## config.mk

```make
export PLATFORM = sky130hd
export DESIGN_NAME = serial_paralelo
export DESIGN_NICKNAME = d
export VERILOG_FILES = /design/src/rtl/serial_paralelo.sv
export SDC_FILE = /design/constraint.sdc
export NUM_CORES = 1
export LEC_CHECK = 0
export ABC_AREA = 1
export BUFFER_PORTS_ARGS = -buffer_cell sky130_fd_sc_hd__buf_2
export CAP_MARGIN = 20
export CORE_MARGIN = 5
export CORE_UTILIZATION = 40
export CTS_CLUSTER_DIAMETER = 50
export DETAILED_ROUTE_END_ITERATION = 7
export PLACE_DENSITY_LB_ADDON = 0.15
export SKIP_LAST_GASP = 1
export SLEW_MARGIN = 10
export SYNTH_ARGS = -nofsm -noshare
export SYNTH_HDL_FRONTEND = slang
export SYNTH_SLANG_ARGS = --single-unit
```

## constraint.sdc

```tcl
create_clock -name clk_32f -period 1.7 [get_ports clk_32f]
set_input_delay 0.085 -clock clk_32f [delete_from_list [all_inputs] [get_ports clk_32f]]
set_output_delay 0.085 -clock clk_32f [all_outputs]
set_load 0.005 [all_outputs]
```

## src/rtl/serial_paralelo.sv

```systemverilog
// Serial-to-parallel receive stage: hunts for comma alignment, locks after
// COMMA_LOCK aligned commas, then presents one byte per 8 bit-clocks.
module serial_paralelo #(
    parameter logic [7:0]  COMMA      = 8'hBC,
    parameter int unsigned COMMA_LOCK = 4
) (
    input  logic       clk_32f,
    input  logic       reset_L,
    input  logic       data_in,
    output logic [7:0] data_out,
    output logic       valid_out,
    output logic       active,
    output logic       byte_strobe
);

    typedef enum logic [1:0] {
        ST_ALIGN  = 2'd0,
        ST_SYNC   = 2'd1,
        ST_ACTIVE = 2'd2
    } state_t;

    localparam logic [3:0] LOCK_CNT = 4'(COMMA_LOCK);

    state_t     r_state, w_state_next;
    logic [7:0] r_sr;
    logic [2:0] r_bit_cnt, w_bit_cnt_next;
    logic [3:0] r_comma_cnt, w_comma_cnt_next;
    logic [7:0] r_data, w_data_next;
    logic       r_valid, w_valid_next;
    logic       r_active, w_active_next;
    logic       r_strobe, w_strobe_next;

    logic [7:0] w_window;
    logic       w_is_comma;
    logic       w_boundary;

    assign w_window   = {r_sr[6:0], data_in};
    assign w_is_comma = (w_window == COMMA);
    assign w_boundary = (r_bit_cnt == 3'd7);

    always_comb begin
        w_state_next     = r_state;
        w_bit_cnt_next   = r_bit_cnt;
        w_comma_cnt_next = r_comma_cnt;
        w_data_next      = r_data;
        w_valid_next     = r_valid;
        w_active_next    = r_active;
        w_strobe_next    = 1'b0;
        case (r_state)
            ST_ALIGN: begin
                // Any bit position may start a byte; the first full comma sets the phase.
                if (w_is_comma) begin
                    w_bit_cnt_next   = 3'd0;
                    w_comma_cnt_next = 4'd1;
                    if (LOCK_CNT == 4'd1) begin
                        w_state_next  = ST_ACTIVE;
                        w_active_next = 1'b1;
                    end else begin
                        w_state_next = ST_SYNC;
                    end
                end
            end
            ST_SYNC: begin
                w_bit_cnt_next = r_bit_cnt + 3'd1;
                if (w_boundary) begin
                    if (w_is_comma) begin
                        if (r_comma_cnt + 4'd1 >= LOCK_CNT) begin
                            w_comma_cnt_next = LOCK_CNT;
                            w_state_next     = ST_ACTIVE;
                            w_active_next    = 1'b1;
                        end else begin
                            w_comma_cnt_next = r_comma_cnt + 4'd1;
                        end
                    end else begin
                        w_comma_cnt_next = 4'd0;
                        w_state_next     = ST_ALIGN;
                    end
                end
            end
            ST_ACTIVE: begin
                w_bit_cnt_next = r_bit_cnt + 3'd1;
                if (w_boundary) begin
                    w_data_next   = w_window;
                    w_valid_next  = ~w_is_comma;
                    w_strobe_next = 1'b1;
                end
            end
            default: begin
                w_state_next = ST_ALIGN;
            end
        endcase
    end

    always_ff @(posedge clk_32f) begin
        if (!reset_L) begin
            r_state     <= ST_ALIGN;
            r_sr        <= 8'h00;
            r_bit_cnt   <= 3'd0;
            r_comma_cnt <= 4'd0;
            r_data      <= 8'h00;
            r_valid     <= 1'b0;
            r_active    <= 1'b0;
            r_strobe    <= 1'b0;
        end else begin
            r_state     <= w_state_next;
            r_sr        <= w_window;
            r_bit_cnt   <= w_bit_cnt_next;
            r_comma_cnt <= w_comma_cnt_next;
            r_data      <= w_data_next;
            r_valid     <= w_valid_next;
            r_active    <= w_active_next;
            r_strobe    <= w_strobe_next;
        end
    end

    assign data_out    = r_data;
    assign valid_out   = r_valid;
    assign active      = r_active;
    assign byte_strobe = r_strobe;

endmodule

```

==> results.md, run 1 <==
* Status: complete, no violations
* Routed WL per cell at between 9 and 10 um
* Clock power share at slightly below 30%
* Post-synthesis net count at approximately 170
* Antenna viol nets, final at 0
* Placed insts at 210
* Row count at 20
* Residual DRC count at 0
* Post-Syn Area at 1242 sq um
* Worst slack at placement at 0.2873 ns
* Final Hold Slack at between 0.1 and 0.15 ns
* Total GRT Usage at approximately an eighth
* Fin cells at roughly 220
* # setup viols final at 0
* Worst vdd ir at 0.2234 mV
* Syn Inst Count at roughly 160
* Vias/cell at roughly 4.4
* Min Tclk post-route at between 1 and 1.5 ns
* Syn avg cell area at around 8.0 sq um
* Synth cell types at 24
* Net switching power at 0.2032 mW
* Root Buffer: clkbuf_4
* Sw Share at a little over a fifth
* Post-DP Area at around 1300 sq um
* DRT Pass-1 Iters at 4
* Largest net degree at the start of global routing at 19
* Int Pwr at 0.7319 mW
* Arrival time worst endpoint at 1.66 ns
* Die H at around 66 um
* Clock insertion delay at the later pin of the skew report at approximately 0.31 ns
* Initial DRC Count at 31
* First-pass GRT wire length at roughly 4.0 mm
* ANT cells at 0
* Share of layout cells above drive strength 1 at between 20% and 30%
* Sequential share of the synthesized area at 43.50%
* Initial antenna violation count at 0
* DP HPWL at 1.660 mm
* Initial core utilization at roughly 41%
* Post-Layout Inst Area at 1380 sq um
* Crit start category: flop
* Max-Cap Viols at 0
* TritonCTS clock tree: built
* Setup_tns at 0 ns
* Placer Congestion at ~0.84
* CTS buffer count at 3
* Clk sinks at 27
* Final-stage net count at about 180
* Fin crit share at around 84%
* Worst stage delay on the critical path at roughly 0.41 ns
* Area leader, netlist: dfxtp_1
* Skew final at 0.003663 ns
* CP Data Required Time at 1.93 ns
* Relative slew margins at between 70% and 80%
* Area Overhead vs Synth at 11.08%
* Horiz. Die Dim at approximately 66 um
* Final-report max-slew violation count at 0
* R2R Setup Slk at ~0.28 ns
* Power share of the combinational group at about 2.7%
* Io pins at 14
* Finished Core Util at 45.58%
* Final WS setup at between 0.2 and 0.3 ns
* Crit end category: flop
* Top-area cell type share of the netlist area at a little over two fifths
* Clock buffer depth at 2
* Worst path slowest cell: dfxtp_1
* Synth area leaders: dfxtp_1, ha_1, nand2_1
* RSZ-0062 raised after global routing: no
* Final Power at ~0.94 mW
* Worst-Margin Slew at 0.3005 ns
* Post-CTS Setup Bufs at 0
* Reg power frac at approximately 70%
* Leakage at approximately 0.66 nW
* Max Freq at ~700 MHz
* Register bit total from synthesis at 27
* Worst-path clk slew at 0.14 ns
* Buffers on Ports at 13
* Cell Pwr Density at ~680 nW/um^2
* Total number of vias at between 900 and 1,000
* Crit-path cells: inv_1 > ha_1 > nand2_1 > o21a_1 > nand2_4 > clkinv_4 > nand2_1 > nor2_1 > nor2_1
* Die Area at 4320 sq um
* Crit path kind: flop to flop
* Final Hold Vio Count at 0
* WP buf/inv at 2
* Grt total ovfl at 0
* YS warnings at 0
* Vias in the first global route at about 940
* Post-CTS Resized at 0
* Critical path peak fanout at 5
* Total Wirelength at 2.142 mm
* Core Area at around 3000 sq um
* Hold Path Class: input pin to flop
* # H-tree levels at 1
* Cell family with most CP delay: flip-flops
tightest hold or removal path, cell delays in order:
cell	delay (ns)
buf_2	0.20
nand2_1	0.10
inv_1	0.03
cell type report:
class / instances / area (sq um)
repair buffers: 15 / 82.58
flip-flops and latches: 27 / 540.5
well taps: 44 / 55.05
clock inverters: 1 / 5.005
clock buffers: 3 / 22.52
multi-input cells: 100 / 575.6
fillers: 327 / 1648
inverters: 25 / 98.84
timing repair:
| action | CTS | global route |
|---|---|---|
| hold buffers | 1 | 0 |
| setup endpoints to repair | 0 | 0 |
| endpoints found under the hold margin | 1 | 0 |
power groups by stage:
stage | Sequential (mW) | Clock (mW) | Combinational (mW)
after floorplan | 0.652 | 0 | 0.0215
after global placement | 0.653 | 0 | 0.0231
after detailed placement | 0.653 | 0 | 0.0238
after CTS | 0.640 | 0.292 | 0.0256
after global routing | 0.640 | 0.323 | 0.0287
final | 0.639 | 0.271 | 0.0250
sequential cells by signal (all words and copies together) (netlist names):
| register | count |
|---|---|
| active | 1 |
| byte_strobe | 1 |
| data_out | 8 |
| r_bit_cnt | 3 |
| r_comma_cnt | 4 |
| r_sr | 7 |
| r_state | 2 |
| valid_out | 1 |
layer usage:
layer | track usage (%) | vias to the layer above | wire (um)
met4 | 3.109 | 0 | 13
met5 | 0 | - | 0
met2 | 20.53 | 11 | 1024
met3 | 2.564 | 2 | 69
met1 | 14.38 | 430 | 1034
li1 | - | 513 | -
cell usage in the layout, fill, tap and decap left out, drive strengths merged, types with 3 or more instances in the layout:
cell type  synthesis  routed
nand3              4       4
dfxtp             27      27
ha                 8       8
a21oi             14      14
inv               24      24
nor2              24      24
nand2             33      33
o21ai             10      10
clkbuf             0       3
nor3               5       5
buf                3      14
synth_stat cells:
cell / number
buf_8: 1
dfxtp_1: 27
nand4_1: 1
nor2_2: 3
a21oi_2: 3
nand2_4: 3
inv_2: 4
clkinv_4: 1
o21ai_0: 6
nor2_1: 19
nand2_1: 26
buf_2: 1
ha_1: 8
nor3_1: 5
buf_4: 1
nand3_2: 1
o21ai_1: 4
nand2_2: 4
o21a_1: 1
inv_1: 20
a21oi_4: 1
a21oi_1: 10
nor2_4: 2
nand3_1: 3
cells by family after synthesis:
kind of cell             after synthesis  synth area share [%]
AND/OR/NAND/NOR                       67                 26.18
buffers and inverters                 28                 10.17
flip-flops                            27                 43.50
AO/OA/AOI/OAI                         25                 12.09
adder cells (fa/ha/maj)                8                 8.057
worst paths after layout:
| check | start | cells past startpoint | end |
|---|---|---|---|
| worst max-delay path | r_state[1] | 9 | r_comma_cnt[0] |
| worst min-delay path | reset_L | 3 | r_sr[6] |
| worst max register to register | r_state[1] | 9 | r_comma_cnt[0] |
| worst min register to register | r_sr[5] | 2 | r_sr[6] |
Power figures use the tool's default switching activity.
==> run 2: changes to the inputs <==
--- a/config.mk
+++ b/config.mk
@@ -5,7 +5,7 @@
 export SDC_FILE = /design/constraint.sdc
 export NUM_CORES = 1
 export LEC_CHECK = 0
-export ABC_AREA = 1
+export ABC_AREA = 0
 export BUFFER_PORTS_ARGS = -buffer_cell sky130_fd_sc_hd__buf_2
 export CAP_MARGIN = 20
 export CORE_MARGIN = 5
==> constraint.sdc (replaced) <==
create_clock -name clk_32f -period 1.3 [get_ports clk_32f]
set_input_delay 0.065 -clock clk_32f [delete_from_list [all_inputs] [get_ports clk_32f]]
set_output_delay 0.065 -clock clk_32f [all_outputs]
set_load 0.005 [all_outputs]
==> results.md, run 2 <==
* Arrival time worst endpoint at 1.73 ns (was 1.66 ns)
* Die Area at 4144 sq um (was 4320 sq um)
* Worst stage delay on the critical path at 0.48 ns (was 0.41 ns)
* Largest net degree at the start of global routing at 18 (was 19)
* # setup viols final at 12 (was 0)
* CTS buffer count at 3 (unchanged)
* Cell with the most instances after synthesis: dfxtp_1 (unchanged)
* Clock insertion delay at the later pin of the skew report at 0.33 ns (was 0.31 ns)
* Clk sinks at 27 (unchanged)
* ANT cells at 0 (unchanged)
* Fin crit share at 111.6% (was 83.72%)
* Die H at 64.37 um (was 65.73 um)
* Largest register FFs at 8 (unchanged)
* Crit-path cells: inv_4 > ha_4 > a21boi_4 > or4b_4 > a21boi_2 (was inv_1 > ha_1 > nand2_1 > o21a_1 > nand2_4 > clkinv_4 > nand2_1 > nor2_1 > nor2_1)
* Syn avg cell area at 9.535 sq um (was 8.016 sq um)
* Core Area at 2805 sq um (was 3028 sq um)
* Violated checks: negative setup slack
* Io pins at 14 (unchanged)
* DP HPWL at 1.945 mm (was 1.660 mm)
* Skew final at 0.008108 ns (was 0.003663 ns)
* RSZ-0062 raised after global routing: yes (was no)
* DRT Pass-1 Iters at 4 (unchanged)
* Power share of the combinational group at 3.4% (was 2.7%)
* First-pass GRT wire length at 4.761 mm (was 3.974 mm)
* Min-delay src: reset_L (unchanged)
* Max Freq at 689.2 MHz (was 702.6 MHz)
* Buffers on Ports at 13 (unchanged)
* Area Overhead vs Synth at 46.35% (was 11.08%)
* Root Buffer: clkbuf_4 (unchanged)
* Final-stage net count at 182 (was 183)
* Total GRT Usage at 14.37% (was 11.74%)
* Critical path peak fanout at 4 (was 5)
* YS warnings at 0 (unchanged)
* Crit end category: flop (unchanged)
* Number of flops mapped to enable cells by yosys at 0 (unchanged)
* Commonest non-fill, non-tap cell in the layout: buf_4 (was dfxtp_1)
* Fin cells at 201 (was 215)
* R2R Setup Slk at -0.15 ns (was 0.28 ns)
* WP buf/inv at 1 (was 2)
* Fillers at 246 (was 327)
* Total number of vias at 1,040 (was 956)
* Final-report max-slew violation count at 0 (unchanged)
* Total Wirelength at 2.692 mm (was 2.142 mm)
* Residual DRC count at 0 (unchanged)
* CP Data Required Time at 1.58 ns (was 1.93 ns)
* R2R Path Start: r_state[1] (unchanged)
* Worst slack at placement at -0.1311 ns (was 0.2873 ns)
* Relative slew margins at 83.59% (was 79.97%)
* Seq. cell area at 555.5 sq um (was 540.5 sq um)
* Sw Share at 22.57% (was 21.73%)
* # H-tree levels at 1 (unchanged)
* Post-Syn Area at 1182 sq um (was 1242 sq um)
* Reg power frac at 66.4% (was 68.4%)
* Vias in the first global route at 1,079 (was 944)
* Crit path kind: flop to flop (unchanged)
* Area leader, netlist: dfxtp_1 (unchanged)
* Top-area cell type share of the netlist area at 45.71% (was 43.50%)
* Cell family with most CP delay: simple AND/OR/NAND/NOR gates (was flip-flops)
* Syn Inst Count at 124 (was 155)
* Initial core utilization at 42.15% (was 41.03%)
* Clock buffer depth at 2 (unchanged)
* Final Power at 1.258 mW (was 0.9351 mW)
* Max-Cap Viols at 0 (unchanged)
* FF-to-FF End: r_bit_cnt[0] (was r_comma_cnt[0])
* Antenna viol nets, final at 0 (unchanged)
* Synth area leaders: dfxtp_1, ha_1, a21boi_0 (was dfxtp_1, ha_1, nand2_1)
* Hold Path Class: input pin to flop (unchanged)
* Leakage at 0.7216 nW (was 0.6589 nW)
* Commonest cells after routing, fill and taps aside: buf_4, nand2_1, dfxtp_1, buf_2 (was dfxtp_1, nand2_1, inv_1, nor2_1, buf_2)
* Post-synthesis net count at 135 (was 166)
* Worst path slowest cell: or4b_4 (was dfxtp_1)
* Placer Congestion at 0.7975 (was 0.8406)
* Most used DFF post-synth: dfxtp_1 (unchanged)
* Synth cell types at 34 (was 24)
* Hold Path Stages at 3 (unchanged)
* Post-synth top cells: dfxtp_1, nand2_1, a21boi_0 (was dfxtp_1, nand2_1, inv_1)
* Horiz. Die Dim at 64.37 um (was 65.73 um)
* Clock power share at 30.1% (was 29.0%)
* Grt total ovfl at 0 (unchanged)
* Final Hold Vio Count at 0 (unchanged)
* Int Pwr at 0.9740 mW (was 0.7319 mW)
* Area of the multi-input gates at 759.5 sq um (was 575.6 sq um)
* Placed insts at 192 (was 210)
* Share of layout cells above drive strength 1 at 51.18% (was 23.39%)
* Status: complete, but fails checks (was complete, no violations)
* Final WS setup at -0.1509 ns (was 0.2768 ns)
* TritonCTS clock tree: built (unchanged)
* Worst vdd ir at 0.3979 mV (was 0.2234 mV)
* Crit start category: flop (unchanged)
* Initial antenna violation count at 0 (unchanged)
* Register bit total from synthesis at 27 (unchanged)
* Min-Delay Endpoint: r_comma_cnt[3] (was r_sr[6])
* Worst-path clk slew at 0.15 ns (was 0.14 ns)
* Worst-Margin Slew at 0.2451 ns (was 0.3005 ns)
* Reg2Reg Depth at 5 (was 9)
* Row count at 19 (was 20)
* Net switching power at 0.2839 mW (was 0.2032 mW)
* Vias/cell at 5.174 (was 4.447)
* Min Tclk post-route at 1.451 ns (was 1.423 ns)
* Sequential share of the synthesized area at 45.71% (was 43.50%)
* Cell Pwr Density at 726.9 nW/um^2 (was 677.6 nW/um^2)
* Routed WL per cell at 13.39 um (was 9.963 um)
* Initial DRC Count at 42 (was 31)
* Ys async rst share at 0% (unchanged)
## run 2: cell type report
cell class | instances | share of cell area, %
Clock buffer | 3 | 1.302
Sequential cell | 27 | 32.10
Tap cell | 31 | 2.242
Timing Repair Buffer | 46 | 18.87
Multi-Input combinational cell | 89 | 43.89
Clock inverter | 1 | 0.4338
Inverter | 4 | 1.157
## run 2: what timing repair did
item / CTS / global route
pin swaps: 9 / 12
cloned: 0 / 0
hold endpoints to repair: 2 / 0
endpoints found under the setup margin: 19 / 18
setup buffers: 2 / 2
resized for setup: 23 / 25
hold buffers: 1 / 0
## run 2: kinds of logic (layout without fill, tap and decap cells)
family                     Yosys count  after routing  synth area share (%)
and+or+nand+nor                     50             50                 23.60
DFF                                 27             27                 45.71
adders and majority gates            8              8                 8.466
buffers and inverters                8             54                 2.857
muxes                                2              2                 1.693
AOI/OAI and AO/OA                   29             29                 17.67
## run 2: power groups by stage
| stage | registers [mW] | clock network, mW | logic, mW |
|---|---|---|---|
| 5_1_grt | 0.837 | 0.448 | 0.0478 |
| 3_5_place_dp | 0.855 | 0 | 0.0330 |
| 2_1_floorplan | 0.853 | 0 | 0.0205 |
| 6_report | 0.836 | 0.379 | 0.0434 |
| 4_1_cts | 0.834 | 0.394 | 0.0402 |
| 3_3_place_gp | 0.854 | 0 | 0.0325 |
## run 2: per-layer routing
metal / vias to the layer above / global-route usage, % / wire length [um]
met2: 15 / 24.74 / 1289
met1: 487 / 17.52 / 1236
met5: - / 0 / 0
li1: 533 / - / -
met4: 0 / 5.541 / 42
met3: 5 / 2.977 / 124
## run 2: how the worst max path moves through the flow
| stage | cells after the start | slack, ns | startpoint | endpoint |
|---|---|---|---|---|
| floorplan | 4 | -0.05 | r_sr[0] | r_bit_cnt[0] |
| global placement | 4 | -0.11 | r_sr[0] | r_bit_cnt[0] |
| detailed placement | 4 | -0.13 | r_sr[0] | r_bit_cnt[0] |
| CTS | 4 | -0.14 | r_sr[0] | r_bit_cnt[0] |
| global route | 6 | -0.23 | r_bit_cnt[0] | r_state[1] |
| finish | 5 | -0.15 | r_state[1] | r_bit_cnt[0] |
## run 2: worst register-to-register path: stages, from the launching register on
cell and delay [ns]:
dfxtp_2 0.40, inv_4 0.06, ha_4 0.17, a21boi_4 0.15, or4b_4 0.48, a21boi_2 0.14
## run 2: metrics by stage
stage	cell area, sq um	hold WS, ns	setup TNS, ns	utilization, %
finish	1730	0.05840	-0.6001	61.69
global route	1730	0.08224	-1.921	61.69
CTS	1638	0.04616	-0.6940	58.39
detailed placement	1514	0.3239	-0.9495	53.97
global placement	1514	0.3098	-0.3784	53.97
floorplan	1222	0.1867	-0.05793	-
==> run 3: changes to the inputs <==
--- a/config.mk
+++ b/config.mk
@@ -8,8 +8,11 @@
 export ABC_AREA = 0
 export BUFFER_PORTS_ARGS = -buffer_cell sky130_fd_sc_hd__buf_2
 export CAP_MARGIN = 20
+export CELL_PAD_IN_SITES_DETAIL_PLACEMENT = 0
+export CELL_PAD_IN_SITES_GLOBAL_PLACEMENT = 1
 export CORE_MARGIN = 5
 export CORE_UTILIZATION = 40
+export CTS_BUF_LIST = sky130_fd_sc_hd__clkbuf_2
 export CTS_CLUSTER_DIAMETER = 50
 export DETAILED_ROUTE_END_ITERATION = 7
 export PLACE_DENSITY_LB_ADDON = 0.15
==> results.md, run 3 (synthesis gave the netlist of run 2 again) <==
* First-pass GRT wire length at 4.602 mm (was 4.761 mm)
* Row count at 19 (unchanged)
* Routed WL per cell at 12.90 um (was 13.39 um)
* Violated checks: negative hold slack, negative setup slack (was negative setup slack)
* Clock buffer depth at 2 (unchanged)
* Buffers on Ports at 13 (unchanged)
* Vias/cell at 5.133 (was 5.174)
* Core Area at 2805 sq um (unchanged)
* DP HPWL at 1.878 mm (was 1.945 mm)
* Min Tclk post-route at 1.474 ns (was 1.451 ns)
* # setup viols final at 18 (was 12)
* Final-report max-slew violation count at 0 (unchanged)
* Arrival time worst endpoint at 1.79 ns (was 1.73 ns)
* Antenna viol nets, final at 0 (unchanged)
* Residual DRC count at 0 (unchanged)
* Io pins at 14 (unchanged)
* Fin crit share at 113.4% (was 111.6%)
* Max Freq at 678.3 MHz (was 689.2 MHz)
* Root Buffer: clkbuf_2 (was clkbuf_4)
* Skew final at 0.004747 ns (was 0.008108 ns)
* R2R Setup Slk at -0.17 ns (was -0.15 ns)
* Crit-path cells: inv_2 > ha_2 > mux2i_2 > or3_1 > o22ai_1 (was inv_4 > ha_4 > a21boi_4 > or4b_4 > a21boi_2)
* Cell Pwr Density at 729.1 nW/um^2 (was 726.9 nW/um^2)
* # H-tree levels at 1 (unchanged)
* Share of layout cells above drive strength 1 at 45.93% (was 51.18%)
* Initial core utilization at 42.15% (unchanged)
* Largest register FFs at 8 (unchanged)
* TritonCTS clock tree: built (unchanged)
* ANT cells at 0 (unchanged)
* Final Hold Slack at -0.01591 ns (was 0.05840 ns)
* Final Hold Vio Count at 5 (was 0)
* Grt total ovfl at 0 (unchanged)
* RSZ-0062 raised after global routing: yes (unchanged)
* R2R Path Start: r_state[1] (unchanged)
* Largest net degree at the start of global routing at 18 (unchanged)
* Final Power at 1.211 mW (was 1.258 mW)
* Finished Core Util at 59.23% (was 61.69%)
* CP Data Required Time at 1.62 ns (was 1.58 ns)
* Worst-path clk slew at 0.26 ns (was 0.15 ns)
* Commonest cells after routing, fill and taps aside: buf_4, nand2_1, dfxtp_1, buf_2, a21boi_0 (was buf_4, nand2_1, dfxtp_1, buf_2)
* Status: complete, but fails checks (unchanged)
* Area Overhead vs Synth at 40.53% (was 46.35%)
* WP buf/inv at 1 (unchanged)
* Crit start category: flop (unchanged)
* DRT Pass-1 Iters at 4 (unchanged)
* Final WS setup at -0.1742 ns (was -0.1509 ns)
* Crit end category: flop (unchanged)
* Post-CTS Hold Buffers at 2 (was 1)
* Worst path slowest cell: dfxtp_4 (was or4b_4)
* Min-delay src: reset_L (unchanged)
* Cell family with most CP delay: flip-flops (was simple AND/OR/NAND/NOR gates)
* Worst vdd ir at 0.5062 mV (was 0.3979 mV)
* Max-Cap Viols at 0 (unchanged)
* Worst-Margin Slew at 0.2789 ns (was 0.2451 ns)
* Initial DRC Count at 35 (was 42)
* Clk sinks at 27 (unchanged)
* Final-stage net count at 184 (was 182)
* Placed insts at 193 (was 192)
* Die Area at 4144 sq um (unchanged)
* Crit path kind: flop to flop (unchanged)
* Worst stage delay on the critical path at 0.43 ns (was 0.48 ns)
* Critical path peak fanout at 4 (unchanged)
* Total GRT Usage at 14.12% (was 14.37%)
* CP Launch Point: r_state[1] (unchanged)
* Leakage at 0.7221 nW (was 0.7216 nW)
* Fin cells at 203 (was 201)
* Total number of vias at 1,042 (was 1,040)
* Total Wirelength at 2.619 mm (was 2.692 mm)
* CTS buffer count at 3 (unchanged)
* Placer Congestion at 0.8244 (was 0.7975)
* Clock insertion delay at the later pin of the skew report at 0.37 ns (was 0.33 ns)
* Hold Path Class: input pin to flop (unchanged)
* Initial antenna violation count at 0 (unchanged)
* Horiz. Die Dim at 64.37 um (unchanged)
* Vias in the first global route at 1,008 (was 1,079)
* Commonest non-fill, non-tap cell in the layout: buf_4 (unchanged)
* Die H at 64.37 um (unchanged)
* Relative slew margins at 81.35% (was 83.59%)
-- run 3: layer usage --
layer  part of all wire (%)  vias to the layer above  track usage, %  routed length (um)
met5                      0                        -               0                   0
met4                    2.1                        0           7.124                  54
met3                    2.4                        4           1.926                  64
met2                     45                       11           23.58                1166
met1                     51                      490           17.75                1333
li1                       -                      537               -                   -
-- run 3: where the power goes --
part	leakage (nW)	total [mW]	internal [mW]	switching, mW
combinational	0.487	0.0431	0.0243	0.0188
clock	0.0126	0.332	0.0713	0.261
sequential	0.222	0.836	0.832	0.00427
-- run 3: layout make-up --
| cell class | count | area (sq um) |
|---|---|---|
| clock inverter | 1 | 7.507 |
| tap | 31 | 38.79 |
| sequential | 27 | 555.5 |
| inverter | 4 | 15.01 |
| clock buffer | 3 | 15.01 |
| fill | 264 | 1144 |
| timing repair buffer | 48 | 340.3 |
| multi-input combinational | 89 | 689.4 |
-- run 3: final timing paths --
| path | end | cells past startpoint |
|---|---|---|
| worst min-delay path | r_bit_cnt[2] | 2 |
| worst max-delay path | r_comma_cnt[1] | 5 |
| worst min register to register | active | 2 |
| worst max register to register | r_comma_cnt[1] | 5 |
-- run 3: repair_timing --
action	in CTS	in global routing
resized for setup	18	5
pin swaps	9	2
setup endpoints to repair	19	19
setup buffers	3	1
endpoints found under the hold margin	6	6
-- run 3: through the flow --
step / hold WS, ns / cell area [sq um] / setup WS (ns) / TNS [ns]
6_report: -0.01591 / 1662 / -0.1742 / -1.320
5_1_grt: -0.05038 / 1662 / -0.2257 / -2.783
4_1_cts: -0.03242 / 1644 / -0.1678 / -1.129
3_5_place_dp: 0.3187 / 1521 / -0.1330 / -1.068
3_3_place_gp: 0.3166 / 1521 / -0.1396 / -0.5240
2_1_floorplan: 0.1867 / 1222 / -0.04975 / -0.05793
